File: src/rtl/multicycle_control_unit.sv
// Multicycle control FSM for the 8-bit processor: sequences fetch/decode/execute/memory/write-back,
// with a memory request/ready handshake and timeout, a resumable halt and an illegal/timeout trap.
module multicycle_control_unit #(
    parameter int MEM_TIMEOUT = 16,
    parameter int TIMEOUT_W   = 5
) (
    input  logic       Clock,
    input  logic       Reset_n,
    input  logic [1:0] Opcode,
    input  logic [2:0] Funct,
    input  logic       MemReady,
    input  logic       Resume,
    output logic       MemReq,
    output logic       IRWrite,
    output logic       PCWrite,
    output logic       RegOrg1,
    output logic [1:0] RegOrg2,
    output logic       RegDst,
    output logic       RegWrite,
    output logic       ALUSrc1,
    output logic [1:0] ALUSrc2,
    output logic [1:0] ALUOp,
    output logic [1:0] JumpValue,
    output logic       Cond,
    output logic       Jump,
    output logic       MenWrite,
    output logic       MenRead,
    output logic       MenToReg,
    output logic       Halted,
    output logic       Trap,
    output logic       TrapCause,
    output logic [2:0] State
);

    typedef enum logic [2:0] {
        S_IDLE = 3'd0, S_FETCH = 3'd1, S_DECODE = 3'd2, S_EXEC = 3'd3,
        S_MEM  = 3'd4, S_WB    = 3'd5, S_HALT   = 3'd6, S_TRAP = 3'd7
    } state_t;

    typedef enum logic [3:0] {
        C_NONE, C_HALT, C_LW, C_SW, C_JR, C_RST, C_INV, C_BEQZ,
        C_ILL, C_ADD, C_ADDI, C_J, C_BEQR, C_SLT
    } class_t;

    state_t               state_reg;
    class_t               class_reg;
    class_t               dec_class;
    logic [TIMEOUT_W-1:0] wait_cnt_reg;
    logic                 trap_cause_reg;
    logic                 timeout_hit;

    always_comb begin
        dec_class = C_ILL;
        unique case (Opcode)
            2'b00: begin
                unique case (Funct)
                    3'b000: dec_class = C_HALT;
                    3'b001: dec_class = C_LW;
                    3'b010: dec_class = C_SW;
                    3'b011: dec_class = C_JR;
                    3'b100: dec_class = C_RST;
                    3'b101: dec_class = C_INV;
                    3'b110: dec_class = C_BEQZ;
                    default: dec_class = C_ILL;
                endcase
            end
            2'b01: dec_class = C_ADD;
            2'b10: dec_class = Funct[0] ? C_J : C_ADDI;
            default: dec_class = Funct[0] ? C_SLT : C_BEQR;
        endcase
    end

    // Fires on the wait cycle that would bring the count up to MEM_TIMEOUT; a ready in that cycle wins.
    assign timeout_hit = (MEM_TIMEOUT != 0) && !MemReady &&
                         (wait_cnt_reg == TIMEOUT_W'(MEM_TIMEOUT - 1));

    always_ff @(posedge Clock or negedge Reset_n) begin
        if (!Reset_n) begin
            state_reg      <= S_IDLE;
            class_reg      <= C_NONE;
            wait_cnt_reg   <= '0;
            trap_cause_reg <= 1'b0;
        end else begin
            // The counter only runs while a request is outstanding, so it is zero on entry to FETCH/MEM.
            if ((state_reg == S_FETCH || state_reg == S_MEM) && !MemReady)
                wait_cnt_reg <= wait_cnt_reg + TIMEOUT_W'(1);
            else
                wait_cnt_reg <= '0;

            unique case (state_reg)
                S_IDLE: state_reg <= S_FETCH;
                S_FETCH: begin
                    if (MemReady) begin
                        state_reg <= S_DECODE;
                    end else if (timeout_hit) begin
                        state_reg      <= S_TRAP;
                        trap_cause_reg <= 1'b1;
                    end
                end
                S_DECODE: begin
                    class_reg <= dec_class;
                    unique case (dec_class)
                        C_LW, C_SW:                 state_reg <= S_MEM;
                        C_J, C_JR, C_BEQZ, C_BEQR:  state_reg <= S_WB;
                        C_HALT:                     state_reg <= S_HALT;
                        C_ILL: begin
                            state_reg      <= S_TRAP;
                            trap_cause_reg <= 1'b0;
                        end
                        default:                    state_reg <= S_EXEC;
                    endcase
                end
                S_EXEC: state_reg <= S_WB;
                S_MEM: begin
                    if (MemReady) begin
                        state_reg <= (class_reg == C_SW) ? S_FETCH : S_WB;
                    end else if (timeout_hit) begin
                        state_reg      <= S_TRAP;
                        trap_cause_reg <= 1'b1;
                    end
                end
                S_WB:   state_reg <= S_FETCH;
                S_HALT: if (Resume) state_reg <= S_FETCH;
                default: state_reg <= S_TRAP;
            endcase
        end
    end

    logic in_alu_phase;
    logic in_wb;
    assign in_alu_phase = (state_reg == S_EXEC) || (state_reg == S_WB);
    assign in_wb        = (state_reg == S_WB);

    always_comb begin
        MemReq    = 1'b0;  IRWrite  = 1'b0;  PCWrite  = 1'b0;  RegOrg1  = 1'b0;
        RegOrg2   = 2'b00; RegDst   = 1'b0;  RegWrite = 1'b0;  ALUSrc1  = 1'b0;
        ALUSrc2   = 2'b00; ALUOp    = 2'b00; JumpValue = 2'b00; Cond    = 1'b0;
        Jump      = 1'b0;  MenWrite = 1'b0;  MenRead  = 1'b0;  MenToReg = 1'b0;
        Halted    = 1'b0;  Trap     = 1'b0;
        TrapCause = trap_cause_reg;
        State     = state_reg;

        unique case (state_reg)
            S_FETCH: begin
                MemReq  = 1'b1;
                MenRead = 1'b1;
                IRWrite = MemReady;
            end
            S_MEM: begin
                MemReq = 1'b1;
                if (class_reg == C_SW) begin
                    MenWrite = 1'b1;
                    RegOrg2  = 2'b10;
                    PCWrite  = MemReady;   // sw retires directly from MEM
                end else begin
                    MenRead = 1'b1;
                end
            end
            S_WB:   PCWrite = 1'b1;
            S_HALT: Halted  = 1'b1;
            S_TRAP: Trap    = 1'b1;
            default: ;
        endcase

        // ALU controls set up in EXEC stay stable through WB so the result is written cleanly.
        if (in_alu_phase) begin
            unique case (class_reg)
                C_ADD: begin
                    ALUSrc1 = 1'b1; RegWrite = in_wb;
                end
                C_ADDI: begin
                    RegOrg1 = 1'b1; ALUSrc1 = 1'b1; ALUSrc2 = 2'b01;
                    RegWrite = in_wb; RegDst = in_wb;
                end
                C_SLT: begin
                    RegOrg2 = 2'b01; ALUSrc1 = 1'b1; ALUOp = 2'b11;
                    RegWrite = in_wb; RegDst = in_wb;
                end
                C_INV: begin
                    ALUSrc1 = 1'b1; ALUOp = 2'b01; RegWrite = in_wb;
                end
                C_RST: begin
                    ALUSrc2 = 2'b10; RegWrite = in_wb;
                end
                default: ;
            endcase
        end

        if (in_wb) begin
            unique case (class_reg)
                C_LW: begin
                    RegWrite = 1'b1; RegDst = 1'b1; MenToReg = 1'b1;
                end
                C_J:  Jump = 1'b1;
                C_JR: begin
                    Jump = 1'b1; JumpValue = 2'b01;
                end
                C_BEQZ: begin
                    Jump = 1'b1; Cond = 1'b1; JumpValue = 2'b10;
                    ALUOp = 2'b10; ALUSrc1 = 1'b1; ALUSrc2 = 2'b10;
                end
                C_BEQR: begin
                    Jump = 1'b1; Cond = 1'b1; JumpValue = 2'b10;
                    ALUOp = 2'b10; ALUSrc1 = 1'b1; RegOrg2 = 2'b01;
                end
                default: ;
            endcase
        end
    end

endmodule
File: config.mk
export PLATFORM = sky130hd
export DESIGN_NAME = multicycle_control_unit
export DESIGN_NICKNAME = d
export VERILOG_FILES = /design/src/rtl/multicycle_control_unit.sv
export SDC_FILE = /design/constraint.sdc
export NUM_CORES = 1
export LEC_CHECK = 0
export ABC_AREA = 1
export CAP_MARGIN = 20
export CORE_MARGIN = 3
export CORE_UTILIZATION = 40
export CTS_CLUSTER_DIAMETER = 100
export DETAILED_ROUTE_END_ITERATION = 10
export GPL_ROUTABILITY_DRIVEN = 0
export HOLD_SLACK_MARGIN = 0.12
export PLACE_DENSITY = 0.69
export REMOVE_ABC_BUFFERS = 1
export SYNTH_ARGS = -nofsm -noshare
export SYNTH_HDL_FRONTEND = slang
export SYNTH_SLANG_ARGS = --single-unit
File: constraint.sdc
create_clock -name Clock -period 2.7 [get_ports Clock]
set_input_delay 0.405 -clock Clock [delete_from_list [all_inputs] [get_ports Clock]]
set_output_delay 0.405 -clock Clock [all_outputs]
set_load 0.03 [all_outputs]
==> out/metrics.csv <==
metric;value;unit
status;complete, no violations;
final_cell_mix;nand2_1, clkdlybuf4s50_1, inv_1, nor2_1, o21ai_0;
synth_seq_cells;13;
syn2layout_area_growth;33.0;%
grt_max_degree;14;
postCtsSetupRepairBufs;0;
initial_core_util;44.1;%
portBuffers;34;
crit_slowest_cell;clkdlybuf4s50_1;
routed_wl;2.81;mm
hold_path.class;flop to flop;
fp.dieH;62.3;µm
vdd_drop_max;0.000455;V
cts_inserted_buffers;3;
final_common_cell;nand2_1;
drv_cap;0;
path_clk_slew;0.08;ns
endpoint_kind;primary output;
antenna_left;0;
hold_viol;0;
n_antenna_cell;0;
fin_worst_skew;0.00845;ns
root_buffer;clkbuf_4;
dp_slack;0.264;ns
clock-sinks;13;
yosysTopAreaCellShare;25.7;%
clk-insertion-delay-late;0.28;ns
slowest_delay;0.74;ns
track_usage;15.2;%
cp_num_buf_inv;2;
design_area;1690;µm²
final_nets;250;
dpl_cell_area;1650;µm²
p_leak;0.820;nW
yosys-top-cells-area;dfrtp_1, nand2_1, ha_1;
viasPerCell;4.89;
path_max_fanout;6;
synth_area_per_cell;6.57;µm²
die_w;62.3;µm
period_minus_slack;2.51;ns
path_cells;inv_2 -> nor3_4 -> a21oi_2 -> nor4_1 -> clkdlybuf4s50_1;
place.detailed.hpwl;2.39;mm
setup_ws;0.193;ns
crit_type;flop to primary output;
cp-start-kind;flop;
drcViolationCount;0;
synth_area;1270;µm²
fp.dieArea;3880;µm²
relSlewSlack;62.1;%
stdcell_count;271;
critical-path-top-delay-family;buffers and inverters;
power_density;841;nW/µm²
worst_ep_required_time;2.30;ns
grt_pass1_wl;5.08;mm
fmax;0.399;GHz
vias;1324;
drive_above_1_share;8.73;%
drt_iter0_drc;92;
antenna_found_initial;0;
synth_warnings;0;
tns;0;ns
rsz0062_at_grt;no;
rows;19;
largest_reg_flops;5;
cts_tree;done;
synthCells;193;
setup_viol;0;
grt_pass1_vias;1210;
drv_slew;0;
design.core.area;2880;µm²
seq_area_frac_synth;25.7;%
yosysUniqueCellTypes;32;
wire_per_inst;10.4;µm
cts_max_path_buffers;2;
dr.pass1.iters;4;
worst_pin_slew;0.567;ns
grt_overflow;0;
cp.arrival;2.10;ns
fin_crit_sh;92.8;%
ios;35;
htree_levels;1;
yosys.area.top_type;dfrtp_1;
placed_cells;267;
-- Yosys cell counts --
cell / n
a2111oi_1: 1
a2111oi_2: 1
a21oi_1: 7
a22oi_4: 1
a311oi_1: 1
a31o_2: 1
a31oi_1: 2
buf_2: 1
buf_4: 1
dfrtp_1: 13
ha_1: 11
inv_1: 31
inv_2: 3
inv_4: 1
nand2_1: 47
nand2_2: 3
nand3_1: 5
nand3_2: 1
nand4_1: 1
nor2_1: 30
nor2_2: 1
nor3_1: 4
nor3_4: 2
nor3b_1: 1
nor4_1: 2
o211ai_1: 1
o21ai_0: 13
o21ai_1: 2
o21bai_1: 2
o22ai_1: 1
or2_1: 1
xor2_1: 1
-- kinds of logic after synthesis --
| kind of cell | count (synthesis) | synth area share, % |
|---|---|---|
| simple gates | 98 | 34.3 |
| compound gates | 33 | 17.0 |
| buf+inv | 37 | 11.5 |
| xor+xnor | 1 | 0.691 |
| flops | 13 | 25.7 |
| fa+ha+maj | 11 | 10.9 |
-- path summary, 6_finish.rpt --
path	slack, ns	end	cells after the start	startpoint
min in group asynchronous	0.48	wait_cnt_reg[3]$_DFF_PN0_	1	Reset_n
max in group asynchronous	1.80	State[2]$_DFFE_PN0P_	1	Reset_n
worst max-delay path	0.19	ALUSrc2[0]	5	State[2]$_DFFE_PN0P_
worst min register to register	0.46	wait_cnt_reg[0]$_DFF_PN0_	1	wait_cnt_reg[0]$_DFF_PN0_
worst max register to register	0.77	State[1]$_DFFE_PN0P_	10	wait_cnt_reg[0]$_DFF_PN0_
worst min-delay path	0.46	wait_cnt_reg[0]$_DFF_PN0_	1	wait_cnt_reg[0]$_DFF_PN0_
-- area by class of cell --
type,count,area (µm²)
Clock buffer,4,26.3
Fill cell,287,1190
Inverter,35,134
Multi-Input combinational cell,143,800
Sequential cell,13,328
Tap cell,42,52.6
Timing Repair Buffer,34,345
-- stage by stage --
stage	utilization, %	power (mW)	hold slack [ns]
4_1_cts	58.2	1.41	0.464
2_1_floorplan	-	0.985	0.109
3_5_place_dp	57.3	1.29	0.453
5_1_grt	58.6	1.55	0.518
3_3_place_gp	57.3	1.28	0.445
6_report	58.6	1.42	0.463
-- timing repair --
item                                    in CTS  in global routing
endpoints found under the setup margin       0                  7
resized for setup                            0                  5
hold buffers                                 0                  0
-- where the power goes --
part	switching (mW)	internal [mW]
clock network	0.0633	0.0573
logic	0.594	0.334
registers	0.105	0.263
-- layer usage --
metal / wire, µm / up-vias / track usage, %
met5: 0 / - / 0
met4: 42 / 0 / 4.68
met3: 171 / 6 / 3.42
met2: 1300 / 48 / 25.8
met1: 1300 / 578 / 19.2
li1: - / 692 / -
-- worst register-to-register path, stage by stage, from the launching register on --
cell and delay, ns:
dfrtp_1 0.40, ha_1 0.21, nand2_1 0.09, nor2_1 0.05
ha_1 0.17, inv_1 0.09, nor2_1 0.05, inv_1 0.12
o22ai_1 0.13, a2111oi_1 0.39, nand2_1 0.10
No activity file was read; power rests on OpenSTA's default activity.
==> edit 1 (same flow settings) <==
Set the parameter `TIMEOUT_W` to 4 (it was 5).
--- a/src/rtl/multicycle_control_unit.sv
+++ b/src/rtl/multicycle_control_unit.sv
@@ -3,5 +3,5 @@
 module multicycle_control_unit #(
     parameter int MEM_TIMEOUT = 16,
-    parameter int TIMEOUT_W   = 5
+    parameter int TIMEOUT_W   = 4
 ) (
     input  logic       Clock,
Check against the original RTL: no difference found for any inputs over 10 cycles, from zero or initial values and one cycle with Reset_n low; that may be too few to reach the edited logic, so the function may still have changed.
==> edit 1 against the unedited design <==
Critical path depth up 2; die area is 2.9% lower; fmax shrank 0.22%; first-iteration DRC count fell by 40%; sequential cell count decreased by 1; synthesized area decreased by 3.2%; sequential share of layout area shrank 1.1 points; setup slack worse by 0.0055 ns; routed wire length decreased by 0.32%; utilization is 0.74 points lower; worst hold slack improved by 0.0025 ns; synthesized cell count down 0.52%; design area decreased by 2.9%; total power grew 0.48%; largest power group unchanged.
==> edit 1: results (changes against the unedited design) <==
[clocking]
cts.sinks=12  ; was 13

[drt]
viasPerCell=4.992  ; was 4.886
dr_wl_met3_um=218  ; was 171 µm
met1_length_um=1238  ; was 1303 µm

[grt]
grt_usage_pct=15.34  ; was 15.21%
grt_pass1_wl_um=4512  ; was 5078 µm
first_global_vias=1165  ; was 1210

[final_layout]
buffers=35  ; was 34
final_cells=258  ; was 271
syn2layout_area_growth_pct=33.33  ; was 32.97%
final_nets=249  ; was 250
bufAreaShareNonClock_pct=22.48  ; was 20.49%
n_all_inverters=37  ; was 35
multi_input_gates=140  ; was 143
drive_gt1_share_pct=7.489  ; was 8.734%

[synth]
synthDistinctLibCells=33  ; was 32
seq_area_frac_synth_pct=24.46  ; was 25.67%
netlist_top_cells_area=dfrtp_1 24%, nand2_1 13%, ha_1 11%, inv_1 11%, nor2_1 9.2%  ; was dfrtp_1 26%, nand2_1 14%, ha_1 11%, inv_1 9.2%, nor2_1 8.9%

[place]
placed_area_um2=1590  ; was 1648 µm²
dp_hpwl_um=2388  ; was 2393 µm
dp_slack_ns=0.2652  ; was 0.2644 ns

[timing]
fin_skew_ns=0.01408  ; was 0.008448 ns

[hold_path]
min_path_type=in2async  ; was reg2reg

[power]
irDropWorstVdd_mv=0.3252  ; was 0.4553 mV
finalPower_uw=1424  ; was 1417 µW
p_leak_uw=0.0009311  ; was 0.0008199 µW
clk-power_uw=106  ; was 121 µW

[status]
status=completed  ; unchanged

[critical_path]
slowest_delay_ns=0.69  ; was 0.74 ns

-- edit 1: path summary, 6_finish.rpt --
path	endpoint	cells past startpoint	slack, ns
min in group Clock	wait_cnt_reg[0]$_DFF_PN0_	1	0.47
max in group asynchronous	class_reg[2]$_DFFE_PN0P_	1	1.86
worst max-delay path	RegWrite	7	0.19
worst max register to register	State[2]$_DFFE_PN0P_	7	0.95
worst min register to register	wait_cnt_reg[0]$_DFF_PN0_	1	0.47
worst min-delay path	TrapCause$_DFFE_PN0P_	1	0.47
-- edit 1: cell families (layout without fill, tap and decap cells) --
family / Yosys count / count (layout) / synth area share, %
adder cells (fa/ha/maj): 11 / 11 / 11.21
AND/OR/NAND/NOR: 102 / 102 / 37.31
flip-flops: 12 / 12 / 24.46
buffers and inverters: 40 / 75 / 13.25
XOR/XNOR: 2 / 2 / 1.427
AO/OA/AOI/OAI: 25 / 25 / 12.33
==> edit 2 (same flow settings) <==
Made on the original files. Make the reset (`Reset_n`) synchronous in one clocked block.
--- a/src/rtl/multicycle_control_unit.sv
+++ b/src/rtl/multicycle_control_unit.sv
@@ -75,5 +75,5 @@
                          (wait_cnt_reg == TIMEOUT_W'(MEM_TIMEOUT - 1));
 
-    always_ff @(posedge Clock or negedge Reset_n) begin
+    always_ff @(posedge Clock) begin
         if (!Reset_n) begin
             state_reg      <= S_IDLE;
Formal check against the unedited RTL: differs if Reset_n is asserted again (counterexample within 4 cycles, from zero or initial values and one cycle with Reset_n low); with Reset_n held inactive, the same outputs for 10 cycles.
==> edit 2 against the unedited design <==
Design area fell by 2.0%; setup slack improved by 0.12 ns; first-iteration DRC count fell by 11%; synthesized area fell by 2.1%; sequential cell count did not move; routed wire length fell by 8.5%.
Power is not compared: it rests on default switching activity, and its combinational part moved more than twofold at a synthesized area within 25%.
==> edit 2: results (changes against the unedited design) <==
[power]
power.share.sequential_pct=37.0
clkPwrFrac_pct=18.2
irDropWorstVdd_mv=0.3242
net-switching-power_uw=254.8
p_leak_uw=0.0008728

[synth]
synth.mux.area_fraction_pct=0  ; unchanged
netlist_top_cells_area=dfxtp_1 21%, nand2_1 12%, inv_1 11%, ha_1 11%, nor2_1 7.6%  ; was dfrtp_1 26%, nand2_1 14%, ha_1 11%, inv_1 9.2%, nor2_1 8.9%
synthDistinctLibCells=31  ; was 32
synthTopCellsByCount=41 x nand2_1, 37 x inv_1, 25 x nor2_1  ; was 47 x nand2_1, 31 x inv_1, 30 x nor2_1
yosysWarningCount=0  ; unchanged
synth_compound_area_share_pct=19.46  ; was 16.98%
seq_area_frac_synth_pct=20.97  ; was 25.67%
synth-xor-area-share_pct=0.7056  ; was 0.6910%
async_reset_ff_share_pct=0  ; was 100.0%
synth_adder_area_share_pct=11.09  ; was 10.86%

[clocking]
cts-root-buf=clkbuf_4  ; unchanged
htree_levels=1  ; unchanged
clockBufferDepth=2  ; unchanged
numCtsBuffers=3  ; unchanged
clock_latency_ns=0.26  ; was 0.28 ns
path_clk_slew_ns=0.07

[critical_path]
arrival_ns=1.98  ; was 2.10 ns
slowest_delay_ns=0.70  ; was 0.74 ns
ff2ff_setup_slack_ns=1.11  ; was 0.77 ns
critPathMaxFanout=9  ; was 6
ff2ff_path_depth=8  ; was 10
slowest_stage=clkdlybuf4s50_1  ; unchanged
critPathTopFamily=buffers and inverters  ; unchanged
r2r_start=wait_cnt_reg[0]$_SDFF_PN0_  ; was wait_cnt_reg[0]$_DFF_PN0_
rr_endpoint=State[0]$_SDFFE_PN0P_  ; was State[1]$_DFFE_PN0P_

[status]
status=completed  ; unchanged

[drt]
dr_wl_met3_um=127  ; was 171 µm
totalWireLength_um=2576  ; was 2814 µm
met2_length_um=1178  ; was 1297 µm
viasPerCell=4.909  ; was 4.886
met1_length_um=1270  ; was 1303 µm
routed.top_layer=met3  ; was met4
drt_iter0_drc=82  ; was 92
first_pass_iters=4  ; unchanged

[grt]
grt_pass1_wl_um=4333  ; was 5078 µm
grt_util_met3_pct=2.686  ; was 3.423%
met2_usage_pct=23.92  ; was 25.81%
first_global_vias=1077  ; was 1210
antenna_found_initial=0  ; unchanged
use_met1_pct=20.22  ; was 19.22%
grt_usage_pct=14.61  ; was 15.21%
grt_max_degree=10  ; was 14

[hold_path]
holdPathStages=1  ; unchanged
hold_start=wait_cnt_reg[0]$_SDFF_PN0_  ; was wait_cnt_reg[0]$_DFF_PN0_
hold_end=wait_cnt_reg[0]$_SDFF_PN0_  ; was wait_cnt_reg[0]$_DFF_PN0_

[place]
dp_hpwl_um=2222  ; was 2393 µm
io_buffers=34  ; unchanged

[timing]
tightest_slew_ns=0.3188  ; was 0.5668 ns
hold_viol=0  ; unchanged
fin_skew_ns=0.003021  ; was 0.008448 ns

[final_layout]
diodes=0  ; unchanged
drive_gt1_share_pct=10.68  ; was 8.734%
fillCellCount=285  ; was 287
final_nets=255  ; was 250

[edit 2: how the worst max path moves through the flow]
stage	from	end	slack (ns)	cells past startpoint
after CTS	State[0]$_SDFFE_PN0P_	ALUSrc2[1]	0.05	7
after global placement	Opcode[0]	State[2]$_SDFFE_PN0P_	0.36	11
final	State[0]$_SDFFE_PN0P_	JumpValue[1]	0.31	5
after detailed placement	Opcode[0]	State[2]$_SDFFE_PN0P_	0.31	11
after global routing	State[0]$_SDFFE_PN0P_	Cond	0.15	5
after floorplan	State[0]$_SDFFE_PN0P_	ALUOp[1]	0.11	6
[edit 2: cell type report]
class | count | area, µm² | share of cell area [%]
multi-input combinational | 144 | 822.0 | 49.77
timing repair buffer | 34 | 357.8 | 21.67
sequential | 13 | 260.3 | 15.76
inverter | 39 | 146.4 | 8.864
tap | 31 | 38.79 | 2.348
clock buffer | 4 | 26.28 | 1.591
[edit 2: cell families (layout without fill, tap and decap cells)]
logic type,after synthesis,after routing
DFF,13,13
buffers and inverters,41,77
AOI/OAI and AO/OA,39,39
and+or+nand+nor,93,93
adders and majority gates,11,11
xor gates and xnor gates,1,1
[edit 2: through the flow]
| stage | hold slack, ns | setup slack [ns] | area [µm²] | power, µW | std cells |
|---|---|---|---|---|---|
| floorplan | 0.4176 | 0.1083 | 1229 | 425.4 | 196 |
| global placement | 0.4331 | 0.3561 | 1608 | 514.4 | 261 |
| detailed placement | 0.4411 | 0.3145 | 1608 | 514.5 | 261 |
| CTS | 0.4561 | 0.04563 | 1634 | 631.4 | 265 |
| global route | 0.4947 | 0.1492 | 1652 | 677.6 | 265 |
| finish | 0.4517 | 0.3140 | 1652 | 622.7 | 265 |
[edit 2: repair_timing]
item | 4_1_cts | 5_1_grt
resized for setup | 0 | 7
endpoints found under the setup margin | 0 | 7
setup buffers | 0 | 0
